<file path="src/rtl/regfile_fwd_pkg.sv">
// Shared constants and types for the forwarding register file.
// Widths, reset/enable polarities and the forwarding triple live here.
package regfile_fwd_pkg;

  localparam int REG_BUS_W    = 32;
  localparam int REG_ADDR_W   = 5;
  localparam int REG_NUM      = 32;
  localparam int REG_NUM_LOG2 = 5;

  typedef logic [REG_BUS_W-1:0]  reg_word_t;
  typedef logic [REG_ADDR_W-1:0] reg_addr_t;

  localparam reg_word_t ZERO_WORD    = '0;
  localparam logic      RST_ENABLE   = 1'b1;
  localparam logic      WRITE_ENABLE = 1'b1;
  localparam logic      READ_ENABLE  = 1'b1;
  localparam reg_addr_t NOP_REG_ADDR = 5'b00000;

  // One in-flight result: destination, write flag and value.
  typedef struct packed {
    logic      wreg;
    reg_addr_t wd;
    reg_word_t wdata;
  } fwd_t;

  function automatic logic fwd_hit(input fwd_t f, input reg_addr_t addr);
    return (f.wreg == WRITE_ENABLE) && (f.wd == addr);
  endfunction

endpackage

</file>
<file path="src/rtl/regfile_fwd_rdport.sv">
// One combinational read port: reset/enable/$0 gating, then the youngest
// matching in-flight result (execute, memory, writeback), then the array.
module regfile_fwd_rdport
  import regfile_fwd_pkg::*;
(
  input  logic      rst,
  input  logic      re,
  input  reg_addr_t raddr,
  input  fwd_t      ex_fwd,
  input  fwd_t      mem_fwd,
  input  fwd_t      wb_fwd,
  input  reg_word_t arr_word,
  output reg_word_t rdata
);

  always_comb begin
    rdata = ZERO_WORD;
    if (rst == RST_ENABLE || re != READ_ENABLE) begin
      rdata = ZERO_WORD;
    end else if (raddr == NOP_REG_ADDR) begin
      // $0 stays zero even when a forwarding source names it.
      rdata = ZERO_WORD;
    end else if (fwd_hit(ex_fwd, raddr)) begin
      rdata = ex_fwd.wdata;
    end else if (fwd_hit(mem_fwd, raddr)) begin
      rdata = mem_fwd.wdata;
    end else if (fwd_hit(wb_fwd, raddr)) begin
      rdata = wb_fwd.wdata;
    end else begin
      rdata = arr_word;
    end
  end

endmodule

</file>
<file path="src/rtl/regfile_fwd.sv">
// 32x32 register file with $0 hardwired to zero, synchronous reset, and two
// combinational read ports that forward from execute, memory and writeback.
module regfile_fwd
  import regfile_fwd_pkg::*;
#(
  parameter int REG_NUM = 32
) (
  input  logic      clk,
  input  logic      rst,
  input  logic      we,
  input  reg_addr_t waddr,
  input  reg_word_t wdata,
  input  logic      re1,
  input  reg_addr_t raddr1,
  output reg_word_t rdata1,
  input  logic      re2,
  input  reg_addr_t raddr2,
  output reg_word_t rdata2,
  input  logic      ex_wreg,
  input  reg_addr_t ex_wd,
  input  reg_word_t ex_wdata,
  input  logic      mem_wreg,
  input  reg_addr_t mem_wd,
  input  reg_word_t mem_wdata
);

  reg_word_t regs [REG_NUM];

  fwd_t ex_fwd;
  fwd_t mem_fwd;
  fwd_t wb_fwd;

  assign ex_fwd  = '{wreg: ex_wreg,  wd: ex_wd,  wdata: ex_wdata};
  assign mem_fwd = '{wreg: mem_wreg, wd: mem_wd, wdata: mem_wdata};
  assign wb_fwd  = '{wreg: we,       wd: waddr,  wdata: wdata};

  // Reset wins over a same-cycle write; writes to $0 are dropped.
  always_ff @(posedge clk) begin
    if (rst == RST_ENABLE) begin
      for (int i = 0; i < REG_NUM; i++) begin
        regs[i] <= ZERO_WORD;
      end
    end else if (we == WRITE_ENABLE && waddr != NOP_REG_ADDR) begin
      regs[waddr] <= wdata;
    end
  end

  regfile_fwd_rdport u_rdport1 (
    .rst      (rst),
    .re       (re1),
    .raddr    (raddr1),
    .ex_fwd   (ex_fwd),
    .mem_fwd  (mem_fwd),
    .wb_fwd   (wb_fwd),
    .arr_word (regs[raddr1]),
    .rdata    (rdata1)
  );

  regfile_fwd_rdport u_rdport2 (
    .rst      (rst),
    .re       (re2),
    .raddr    (raddr2),
    .ex_fwd   (ex_fwd),
    .mem_fwd  (mem_fwd),
    .wb_fwd   (wb_fwd),
    .arr_word (regs[raddr2]),
    .rdata    (rdata2)
  );

endmodule

</file>
<file path="config.mk">
export PLATFORM = sky130hd
export DESIGN_NAME = regfile_fwd
export DESIGN_NICKNAME = d
export VERILOG_FILES = /design/src/rtl/regfile_fwd_pkg.sv /design/src/rtl/regfile_fwd_rdport.sv /design/src/rtl/regfile_fwd.sv
export SDC_FILE = /design/constraint.sdc
export NUM_CORES = 2
export LEC_CHECK = 0
export CORE_AREA = 3 3 322 324
export CTS_CLUSTER_DIAMETER = 60
export DETAILED_ROUTE_END_ITERATION = 10
export DIE_AREA = 0 0 325 327
export GPL_TIMING_DRIVEN = 0
export PLACE_DENSITY_LB_ADDON = 0.1
export SLEW_MARGIN = 20
export SYNTH_ARGS = -nofsm -noshare
export SYNTH_HDL_FRONTEND = slang
export SYNTH_SLANG_ARGS = --single-unit
</file>
<file path="constraint.sdc">
create_clock -name clk -period 3.36 [get_ports clk]
set_input_delay 0.672 -clock clk [delete_from_list [all_inputs] [get_ports clk]]
set_output_delay 0.672 -clock clk [all_outputs]
set_load 0.01 [all_outputs]
</file>
==> summary.md <==
| Metric | Value |
|---|---|
| Area leader, netlist | `edfxtp_1` |
| Final #Nets | `4143` |
| F_max | `0.247 GHz` |
| Pint | `24400 µW` |
| Syn Std Cell Area | `0.0565 mm²` |
| Setup TNS | `-37040 ps` |
| Switching part of the total | `26.5%` |
| Combinational power share | `16.6%` |
| Reg power frac | `45.6%` |
| Via Count | `38700` |
| Relative slew margins | `12.4%` |
| Final std cells w/o fill | `5483` |
| Top cell type's share of synthesized area | `54.4%` |
| Worst hold path type | `in -> reg` |
| Die W | `325 µm` |
| Number of I/O pins | `192` |
| Biggest regs | `regs (1024)` |
| Failing checks | `negative setup slack` |
| GR Util All Layers | `43.0%` |
| CP peak stage delay | `580 ps` |
| Crit-path slowest cell | `mux4_2` |
| WHS Endpoint | `regs[6][20]` |
| Critical Path RT | `2690 ps` |
| Starting Density | `55.7%` |
| Total CTS buffers | `112` |
| RSZ-0062 raised after global routing | `yes` |
| DRT antenna net count | `0` |
| CP startpoint kind | `primary input` |
| Worst setup path class | `in -> out` |
| Post-synth cell types | `33` |
| Largest net degree at the start of global routing | `33` |
| Register area share after synthesis | `54.4%` |
| Final worst-path cycle share | `121%` |
| Port bufs | `176` |
| P_sw | `8790 µW` |
| Avg Inst Size Synth | `16.1 µm²` |
| Worst-path clk slew | `60 ps` |
| Vias in the first global route | `37800` |
| Total routed wirelength | `229000 µm` |
| #FFs+latches synth | `1024` |
| Yosys warnings | `0` |
| Leak | `0.0236 µW` |
| Minimum setup slack in the final design | `-695 ps` |
| Final setup fails | `143` |
| Via/cell ratio | `7.06` |
| Worst Path Buf+Inv | `6` |
| Initial antenna violation count | `9` |
| Dpl cells | `5094` |
| Arr. time, crit path | `3380 ps` |
| Placed cell area | `0.0603 mm²` |
| Drt drc | `0` |
| Longest Clk Path Bufs | `3` |
| Post-layout util | `67.7%` |
| Largest Register | `regs` |
| Top cells by area, synth | `edfxtp_1, mux4_2, and2_1, clkbuf_1, a221o_1` |
| Worst Setup End Kind | `output port` |
| Final hold viol count | `0` |
| Status | `finished, violations left` |
| Period minus WS final | `4060 ps` |
| CP cell instances | `buf_16 > buf_16 > buf_4 > buf_12 > buf_12 > mux4_2 > mux4_2 > mux2i_4 > a2111oi_2 > a221o_1 > buf_2` |
| PwrDens | `483 mW/mm²` |
| Clock sink total | `1024` |
| Chip height | `327 µm` |
| Mapped Cells | `3514` |
| Peak VDD IR | `459 µV` |
| Max FFs per register | `1024` |
| DP Wirelength | `167000 µm` |
| Hold depth | `2` |
| Layout filler cell count | `7032` |
| Synth-to-Final Area Change | `21.6%` |
| Htree depth | `3` |
| Post-route cell area | `0.0687 mm²` |
| TritonCTS clock tree | `done` |
| Routed len/inst | `41.8 µm` |
| Maxcap violations | `0` |
| Total congestion overflow | `0` |
| 1st-iter DRT viols | `6487` |
| Hold path start | `wdata[20]` |
| Root Buffer | `clkbuf_16` |
| Core Area | `0.101 mm²` |
| Largest fanout on the critical path | `6` |
| Die area | `0.106 mm²` |
| Clock power share | `37.8%` |
| First-pass GRT wire length | `306000 µm` |
| Placer Congestion | `1.07` |
| Share of post-route cells with drive strength above 1 | `34.1%` |
| Final slew viol count | `0` |
| Top Family by Delay on Critical Path | `multiplexers` |
| DRT Pass-1 Iters | `5` |
| Site Rows | `117` |
| Transition time of the tightest slew-check pin | `1310 ps` |
## cell usage in the layout (no fill, tap or decap), types with 7 or more instances in the layout
master and n:
nor2_1 30, clkinv_2 26, nand2_2 7, buf_8 14, clkinv_1 28, xor2_1 8, clkbuf_8 23, clkbuf_16 123
clkbuf_4 26, mux2i_4 30, or2_4 27, clkbuf_1 220, bufinv_16 12, buf_4 116, xnor2_1 22, clkdlybuf4s50_1 107
buf_2 69, buf_6 53, o221a_2 23, mux2i_1 29, edfxtp_1 1024, and2_1 1015, buf_12 63, a2111oi_2 17
conb_1 32, buf_16 46, clkbuf_2 18, mux4_2 640, a221o_1 64, a2111oi_4 22, nand2_1 20, nor3_1 81
## how the worst max path moves through the flow
stage / depth (start not counted) / slack (ps) / end / startpoint
4_1_cts: 11 / -620 / rdata2[2] / raddr2[0]
3_5_place_dp: 9 / -2330 / rdata2[17] / raddr2[2]
6_report: 11 / -700 / rdata2[6] / raddr2[0]
5_1_grt: 12 / -670 / rdata2[3] / raddr2[0]
2_1_floorplan: 8 / -40 / rdata2[0] / raddr2[0]
3_3_place_gp: 10 / -2770 / rdata2[2] / raddr2[0]
## logic make-up after synthesis
logic type	share of synthesized area, %
AOI/OAI and AO/OA	2.33
xor gates and xnor gates	0.465
buffers and inverters	3.00
DFF	54.4
muxes	26.7
other	0.00664
and+or+nand+nor	13.1
## repair_timing
item,4_1_cts,5_1_grt
setup endpoints to repair,1007,659
cloned,16,4
resized for setup,930,101
hold buffers,0,0
pin swaps,72,37
buffers inserted,116,52
## synthesized netlist by cell type (all sizes together)
master,number
nor2b,3
nor3,84
buf,122
o21ai,2
a2111oi,41
a41o,2
nand4,6
or3b,3
nand3,2
and2,1015
nand3b,5
edfxtp,1024
xor2,8
nand2,27
o221a,23
clkbuf,278
mux4,640
xnor2,22
a221o,64
nor3b,2
nand4bb,1
or3,1
nor2,35
a41oi,2
mux2i,64
or4,2
or2,35
conb,1
## layout make-up
type | count | area (µm²) | area share [%]
Tap cell | 1368 | 1710 | 2.49
Antenna cell | 5 | 12.5 | 0.0182
Buffer | 393 | 3340 | 4.86
Timing Repair Buffer | 363 | 3980 | 5.79
Multi-Input combinational cell | 2121 | 25200 | 36.8
Clock buffer | 131 | 2920 | 4.25
Clock inverter | 78 | 728 | 1.06
Sequential cell | 1024 | 30700 | 44.8
## power groups by stage
stage               sequential [µW]  combinational, µW  clock [µW]
global route                  15200               5530       12900
detailed placement            15400               4570           0
floorplan                     15200               2570           0
global placement              15300               4540           0
CTS                           15100               5210       12400
finish                        15100               5520       12500
## through the flow
stage / setup WS (ps) / power (µW) / hold WS [ps]
CTS: -621 / 32700 / 765
finish: -695 / 33100 / 799
global route: -666 / 33600 / 810
detailed placement: -2330 / 19900 / 1500
global placement: -2770 / 19800 / 1480
floorplan: -37.7 / 17800 / 870
## metal layers
metal | track usage (%) | vias up | part of all wire [%]
met1 | 57.2 | 20000 | 35
met2 | 63.1 | 3135 | 44
met5 | 0 | - | 0.0061
li1 | - | 14900 | -
met3 | 11.9 | 625 | 13
met4 | 27.8 | 2 | 7.9
(Power assumes the default switching activity.)
